==> config.mk <==
export PLATFORM = sky130hd
export DESIGN_NAME = fifo_ctrl
export DESIGN_NICKNAME = d
export VERILOG_FILES = /design/src/rtl/fifo_ctrl.sv
export SDC_FILE = /design/constraint.sdc
export NUM_CORES = 1
export LEC_CHECK = 0
export ABC_AREA = 1
export CELL_PAD_IN_SITES_DETAIL_PLACEMENT = 0
export CELL_PAD_IN_SITES_GLOBAL_PLACEMENT = 1
export CORE_MARGIN = 3
export CORE_UTILIZATION = 26
export DETAILED_ROUTE_END_ITERATION = 10
export GPL_TIMING_DRIVEN = 1
export PLACE_DENSITY_LB_ADDON = 0.25
export SETUP_SLACK_MARGIN = 0.1
export SLEW_MARGIN = 20
export SYNTH_ARGS = -nofsm -noshare
export SYNTH_HDL_FRONTEND = slang
export SYNTH_SLANG_ARGS = --single-unit
==> constraint.sdc <==
create_clock -name clk -period 1.87 [get_ports clk]
set_input_delay 0.374 -clock clk [delete_from_list [all_inputs] [get_ports clk]]
set_output_delay 0.374 -clock clk [all_outputs]
set_load 0.005 [all_outputs]
==> src/rtl/fifo_ctrl.sv <==
// -----------------------------------------------------------------------------
// fifo_ctrl
//
// Pointer and flag controller that turns an external dual-pointer storage
// array into a 2**ADDR_WIDTH-entry FIFO. The array itself lives outside this
// block; here we only decide when it may be written or read, which address to
// use, and how full the queue is.
//
// Ports
//   clk               : single clock, all state updates on the rising edge
//   reset             : asynchronous, active-high reset
//   push / pop        : write / read requests from the transaction layer
//   data_in           : write data, forwarded unchanged on mem_data_in
//   thr_almost_full   : almost_full asserts when count >= this value
//   thr_almost_empty  : almost_empty asserts when count <= this value
//   wr_en / rd_en     : memory write / read strobes (accepted requests only)
//   wr_ptr / rd_ptr   : memory write / read addresses
//   mem_data_in       : data_in pass-through to the memory
//   valid_out         : memory data_out holds the word read last cycle
//   count             : current occupancy, 0..DEPTH
//   full / empty      : occupancy at DEPTH / at zero
//   almost_full/empty : programmable threshold flags
//   fifo_error        : sticky overflow/underflow indicator, cleared by reset
// -----------------------------------------------------------------------------
module fifo_ctrl #(
  parameter int DATA_WIDTH = 10,
  parameter int ADDR_WIDTH = 4
) (
  input  logic                  clk,
  input  logic                  reset,
  input  logic                  push,
  input  logic                  pop,
  input  logic [DATA_WIDTH-1:0] data_in,
  input  logic [ADDR_WIDTH:0]   thr_almost_full,
  input  logic [ADDR_WIDTH:0]   thr_almost_empty,
  output logic                  wr_en,
  output logic                  rd_en,
  output logic [ADDR_WIDTH-1:0] wr_ptr,
  output logic [ADDR_WIDTH-1:0] rd_ptr,
  output logic [DATA_WIDTH-1:0] mem_data_in,
  output logic                  valid_out,
  output logic [ADDR_WIDTH:0]   count,
  output logic                  full,
  output logic                  empty,
  output logic                  almost_full,
  output logic                  almost_empty,
  output logic                  fifo_error
);

  // Occupancy needs one bit more than the pointers so that "full" (DEPTH)
  // and "empty" (0) are distinguishable while the pointers are equal.
  localparam int                DEPTH     = 1 << ADDR_WIDTH;
  localparam logic [ADDR_WIDTH:0] DEPTH_CNT = (ADDR_WIDTH + 1)'(DEPTH);

  // ---------------------------------------------------------------------------
  // Registered state
  // ---------------------------------------------------------------------------
  logic [ADDR_WIDTH-1:0] wr_ptr_q, wr_ptr_d;
  logic [ADDR_WIDTH-1:0] rd_ptr_q, rd_ptr_d;
  logic [ADDR_WIDTH:0]   count_q,  count_d;
  logic                  valid_q,  valid_d;
  logic                  error_q,  error_d;

  // ---------------------------------------------------------------------------
  // Flag decode: purely from registered count, so flags never react to
  // push/pop within the same cycle. Thresholds are live inputs, so a change
  // to them is visible immediately.
  // ---------------------------------------------------------------------------
  logic is_full, is_empty;

  assign is_full      = (count_q == DEPTH_CNT);
  assign is_empty     = (count_q == '0);
  assign full         = is_full;
  assign empty        = is_empty;
  assign almost_full  = (count_q >= thr_almost_full);
  assign almost_empty = (count_q <= thr_almost_empty);

  // ---------------------------------------------------------------------------
  // Accept logic. Each side is judged only against its own boundary: a push
  // while full is refused even if a pop frees a slot this cycle, and a pop
  // while empty is refused even if a push arrives (no fall-through).
  // Strobes are masked during reset because the registered count already
  // reads zero, which alone would let a push through to the memory.
  // ---------------------------------------------------------------------------
  logic push_ok, pop_ok;

  assign push_ok = push & ~is_full  & ~reset;
  assign pop_ok  = pop  & ~is_empty & ~reset;

  assign wr_en       = push_ok;
  assign rd_en       = pop_ok;
  assign mem_data_in = data_in;

  // ---------------------------------------------------------------------------
  // Next-state logic
  // ---------------------------------------------------------------------------
  always_comb begin
    // NOTE: every signal gets a default before any branch; a path that leaves
    // a combinational output unassigned would infer a latch.
    wr_ptr_d = wr_ptr_q;
    rd_ptr_d = rd_ptr_q;
    count_d  = count_q;
    valid_d  = pop_ok;
    error_d  = error_q;

    // Pointers wrap naturally at DEPTH because they are exactly ADDR_WIDTH bits.
    if (push_ok) wr_ptr_d = wr_ptr_q + 1'b1;
    if (pop_ok)  rd_ptr_d = rd_ptr_q + 1'b1;

    unique case ({push_ok, pop_ok})
      2'b10:   count_d = count_q + 1'b1;
      2'b01:   count_d = count_q - 1'b1;
      default: count_d = count_q;  // idle, or accepted push and pop together
    endcase

    // Errors are raised on the raw request, not the accepted one: the
    // refused request is exactly what we are reporting.
    if ((push & is_full) | (pop & is_empty)) error_d = 1'b1;
  end

  // ---------------------------------------------------------------------------
  // State register. Reset clears occupancy and pointers only; whatever the
  // memory array still holds is unreachable once count is zero.
  // ---------------------------------------------------------------------------
  always_ff @(posedge clk or posedge reset) begin
    if (reset) begin
      wr_ptr_q <= '0;
      rd_ptr_q <= '0;
      count_q  <= '0;
      valid_q  <= 1'b0;
      error_q  <= 1'b0;
    end else begin
      // NOTE: non-blocking assignments so every flop samples the pre-edge
      // values; blocking here would let later lines see updated state.
      wr_ptr_q <= wr_ptr_d;
      rd_ptr_q <= rd_ptr_d;
      count_q  <= count_d;
      valid_q  <= valid_d;
      error_q  <= error_d;
    end
  end

  assign wr_ptr     = wr_ptr_q;
  assign rd_ptr     = rd_ptr_q;
  assign count      = count_q;
  assign valid_out  = valid_q;
  assign fifo_error = error_q;

endmodule
# Word-level counts from Yosys, hierarchy flattened
# Index checks and enable logic that the tools add are counted.
[classes]
n_addsub = 4
order_cmp = 2
n_eq_ne = 3
muxes = 1
bitwise = 10
reduce_logical = 2
[op_table]
columns = ["cell", "count"]
rows = [
  ["5-bit one-hot mux with 2 select lines", 1],
  ["4-bit by 1-bit adder with 4-bit output (second input constant)", 2],
  ["1-bit AND", 6],
  ["5-bit by 1-bit adder with 5-bit output (second input constant)", 1],
  ["5-bit == test (second input constant)", 1],
  ["5-bit >= comparator", 1],
  ["5-bit less-or-equal comparator", 1],
  ["5-bit logical NOT", 1],
  ["5-bit by 1-bit subtractor with 5-bit output (second input constant)", 1],
  ["1-bit inverter", 3],
  ["2-bit by 1-bit == test with 1-bit output (second input constant)", 1],
  ["2-bit == test (second input constant)", 1],
  ["2-bit nonzero test", 1],
  ["1-bit bitwise OR", 1],
]
[word_totals]
ff_bits = 15
in_bits = 24
output_inout_bits = 31

# Depth between registers and ports, before layout
[depth]
depth_word = 6
ltp_mapped = 12
mapped_depth_nobuf = 12

# Least setup slack after synthesis
# OpenSTA, ideal clock, no wires.
[synth_path]
kind = "register to register"
start = "register count_q[0], in the netlist count[0]"
end = "register count_q[3], in the netlist count[3]"
setup_time_ps = 117
arrival_ps = 1969
required_ps = 1753
slack_ps = -216
path_stages_with_launch = 12
period_less_slack_ps = 2086
cell_sequence = "dfrtp_1 nor2_4 nand3_4 nand3_2 inv_1 ha_1 ha_1 or2_2 nand2_1 nand2_1 nand3_1 nand2_1"
[synth_between]
elab_chain_len = 6
[synth_lines]
columns = ["element", "line_no", "source"]
rows = [
  ["from (decl)", "60", "logic [ADDR_WIDTH:0] count_q, count_d;"],
  ["from (signal assigned)", "137", "count_q <= count_d;"],
  ["5-bit logical NOT (*)", "72", "assign is_empty = (count_q == '0);"],
  ["1-bit inverter (*)", "88", "assign pop_ok = pop & ~is_empty & ~reset;"],
  ["1-bit AND (*) (2 in a row)", "88", ""],
  ["named net rd_en", "37", "output logic rd_en,"],
  ["2-bit by 1-bit == test with 1-bit output / 2-bit == test (equally long branches)", "110", "unique case ({push_ok, pop_ok})"],
  ["5-bit one-hot mux with 2 select lines / 2-bit nonzero test (equally long branches)", "--", ""],
]
# The timed path passes the listed nets; every way through them passes the cells marked *.
# A chain may end at the register's enable or synchronous reset.

# Worst setup path in the final report
[layout_path]
start = "register count_q[2], in the netlist count[2]"
end = "register count_q[3], in the netlist count[3]"
[layout_between]
elab_chain_len = 6
[layout_lines]
columns = ["element", "line_no"]
rows = [
  ["5-bit == test / 5-bit logical NOT (equally long branches)", "71, 72"],
  ["1-bit inverter, on equally long branches", "87, 88"],
  ["1-bit AND, on equally long branches (2 in a row)", "87, 88"],
  ["2-bit by 1-bit == test with 1-bit output / 2-bit == test (equally long branches)", "110"],
  ["5-bit one-hot mux with 2 select lines / 2-bit nonzero test (equally long branches)", "--"],
]
# Parallel ways exist; a longest one is shown, timed or not.

==> summary.txt <==
Power
  – Clock network fraction of total power: 0.096
  – Power spent charging and discharging nets: 1070 uW
  – Leakage power total: 0.00103 uW
  – PwrDens: 1330 mW/mm2
  – Proportion of total power due to net switching: 0.396
  – Power Internal: 1630 uW
  – Proportion of power drawn by combinational gates: 0.661
  – Worst vdd rail ir drop: 0.643 mV
  – Sequential share of power: 0.243

Timing
  – Slack of the critical path: -0.0721 ns
  – Post-route clock period utilization: 1.04
  – Slew Limit Headroom: 0.860
  – Transition at the pin with the smallest max-transition slack: 0.210 ns
  – Final Setup Violations: 5
  – Count of pins over their slew limit: 0
  – Achievable frequency: 515 MHz
  – Post-route setup TNS: -0.212 ns
  – Final setup skew: 0.00270 ns
  – Minimum clock period after layout: 1.94 ns
  – Final Hold Violating Endpoints: 0
  – RSZ-0062 raised after global routing: yes

Yosys
  – Fraction of the yosys area taken by sequential cells: 0.299
  – Flop and latch count out of synthesis: 15
  – Instance count of the mapped netlist: 163
  – Mapped Avg Cell Area: 7.69 um2
  – Number of nets produced by synthesis: 204
  – Warnings from Yosys: 0
  – Number of library cell types mapped by synthesis: 22
  – Post-Synthesis Cell Area: 0.00125 mm2

Die
  – Placeable Area: 0.00450 mm2
  – Num ports: 55
  – Die Outline Area: 0.00569 mm2
  – Horiz. Die Dim: 75.4 um
  – Die height: 75.4 um
  – Floorplan row count: 24
  – Initial standard-cell utilization of the core: 0.278

Drt
  – Post-route ant nets: 0
  – DRC violations left: 0
  – Via total after detailed routing: 1230
  – Violation count after the first detailed-routing iteration: 53
  – Mean routed wirelength per cell: 11.4 um
  – Iteration count of the initial detailed-routing pass: 4
  – Routed Wire Length: 3150 um
  – Vias per cell: 4.44

Cells and area
  – Diodes inserted: 0
  – Area added between synthesis and finish: 61.9%
  – Number of nets in the layout: 267
  – Count of filler cells inserted in the layout: 442
  – Area taken by multi-input logic gates: 826 um2
  – Total area of sequential cells: 380 um2
  – Share of cells above drive strength 1: 0.347
  – Utilization after layout: 0.451

Min path
  – Worst hold-check path type: input pin to async pin

Global route
  – Overall fraction of global-route tracks in use: 0.118
  – Number of antenna violations at the first check in global routing: 0
  – Maximum number of pins on one net before global-route repair: 9
  – Number of global-route vias before repair: 1202
  – GR Overflow Total: 0
  – Wire length of the first global-routing pass: 5270 um

Clocking
  – H-tree levels: 1
  – Clock transition at the registers of the reported paths: 0.06 ns
  – TritonCTS buffer count: 3
  – Clock tree from TritonCTS: done
  – Maximum buffer depth of the clock tree: 2
  – Cts hold-fix bufs: 0
  – Sinks on Clock Net: 15
  – CTS Root Cell: clkbuf_8
  – Clock latency at the later pin of the worst-skew pair: 0.24 ns

Status
  – Failing checks: negative setup slack
  – Run status: finished with violations

Critical path
  – FF-to-FF Start: count[2]
  – Crit start category: register
  – WP data arrival: 2.08 ns
  – Critical Path Start: count[2]
  – WP data required: 2.00 ns
  – Worst-path maximum fanout: 5
  – Critical path type: register to register
  – Crit end category: register

Placement
  – Quantity of I/O buffers inserted on ports: 34
  – Final weighted congestion in routability-driven placement: 0.777
  – Worst setup slack after placement: -0.601 ns
  – Half-perimeter wire length after placement: 2520 um

Run
  – Max Cap Viol: 0
==> area by class of cell <==
cell class,instances,area share
multi-input combinational,110,0.407
sequential,15,0.187
inverter,28,0.0543
tap,52,0.0321
timing repair buffer,68,0.297
clock buffer,4,0.0222
==> layout by cell type (no fill, tap or decap), types with 6 or more instances in the layout <==
master	count
dfrtp_1	11
nand3_1	8
clkdlybuf4s50_1	20
ha_1	9
nand2_1	44
nor2_1	6
inv_1	19
dlygate4sd2_1	7
inv_2	6
buf_6	9
nand4_1	9
buf_4	27
ha_4	7
==> routing by layer <==
metal / wire (um) / track usage / up-vias
li1: - / - / 639
met1: 1350 / 0.145 / 560
met2: 1650 / 0.213 / 29
met3: 122 / 0.0264 / 2
met4: 21 / 0.0194 / 0
met5: 0 / 0 / -
==> synthesized netlist by cell type <==
cell      number  area share
nor2_1         6       0.018
nand3_1       10       0.040
o21ai_0        3       0.012
inv_2          3      0.0090
xnor2_1        1      0.0070
ha_1          16        0.16
nand4_1        9       0.045
nand2_1       47        0.14
nand3_2        1      0.0080
o21bai_1       1      0.0060
nand3_4        3       0.042
buf_4         10       0.060
a21o_1         1      0.0060
a21oi_1        4       0.016
nor2_4         2       0.018
clkinv_1       1      0.0030
inv_1         24       0.072
nand2_2        1      0.0050
dfrtp_1       15        0.30
fa_1           1       0.016
nor3_1         2      0.0080
or2_2          2       0.010
==> worst max-delay path: stages (launching register included) <==
cell	delay, ns
dfrtp_2	0.40
buf_6	0.12
nor2_4	0.11
buf_6	0.12
nand3_4	0.08
nand3_4	0.07
buf_6	0.10
ha_4	0.18
ha_4	0.22
or2_4	0.23
nand2_2	0.06
nand2_2	0.05
nand3_2	0.05
nand2_1	0.05
==> flip-flops by register name, summed over array words and instances (netlist names) <==
register and count:
count 5, fifo_error 1, valid_out 1, rd_ptr 4, wr_ptr 4
==> worst paths after layout <==
path | end | slack, ns | cells after the start
max in group asynchronous | count[2] | 1.29 | 4
worst max-delay path | count[3] | -0.07 | 13
worst min-delay path | wr_ptr[1] | 0.35 | 3
min in group clk | fifo_error | 0.48 | 2
worst min register to register | fifo_error | 0.48 | 2
worst max register to register | count[3] | -0.07 | 13
==> cells by family after synthesis <==
group | Yosys count | synth area share
AOI/OAI and AO/OA | 9 | 0.0399
xor gates and xnor gates | 1 | 0.00699
adders and majority gates | 17 | 0.176
buffers and inverters | 38 | 0.144
DFF | 15 | 0.299
and+or+nand+nor | 83 | 0.334
==> per-stage QoR <==
stage	total power [uW]	hold WS, ns	std cells	area (um2)
2_1_floorplan	1460	0.252	163	1310
3_3_place_gp	2190	0.455	260	1800
3_5_place_dp	2230	0.468	260	1800
4_1_cts	2670	0.350	277	2010
5_1_grt	2950	0.366	277	2030
6_report	2700	0.350	277	2030
==> timing repair <==
| action | 4_1_cts | 5_1_grt |
|---|---|---|
| setup buffers | 13 | 3 |
| endpoints found under the setup margin | 10 | 11 |
| gates resized for setup | 50 | 12 |
| gates cloned | 0 | 0 |
| pin swaps | 15 | 8 |
| endpoints found under the hold margin | 0 | 0 |
==> power groups by stage <==
| stage | Clock, uW | Combinational [uW] | Sequential [uW] |
|---|---|---|---|
| 3_5_place_dp | 0 | 1560 | 666 |
| 4_1_cts | 275 | 1740 | 662 |
| 3_3_place_gp | 0 | 1530 | 657 |
| 6_report | 260 | 1780 | 655 |
| 5_1_grt | 288 | 1980 | 678 |
| 2_1_floorplan | 0 | 765 | 700 |
No activity file was read; power rests on OpenSTA's default activity.
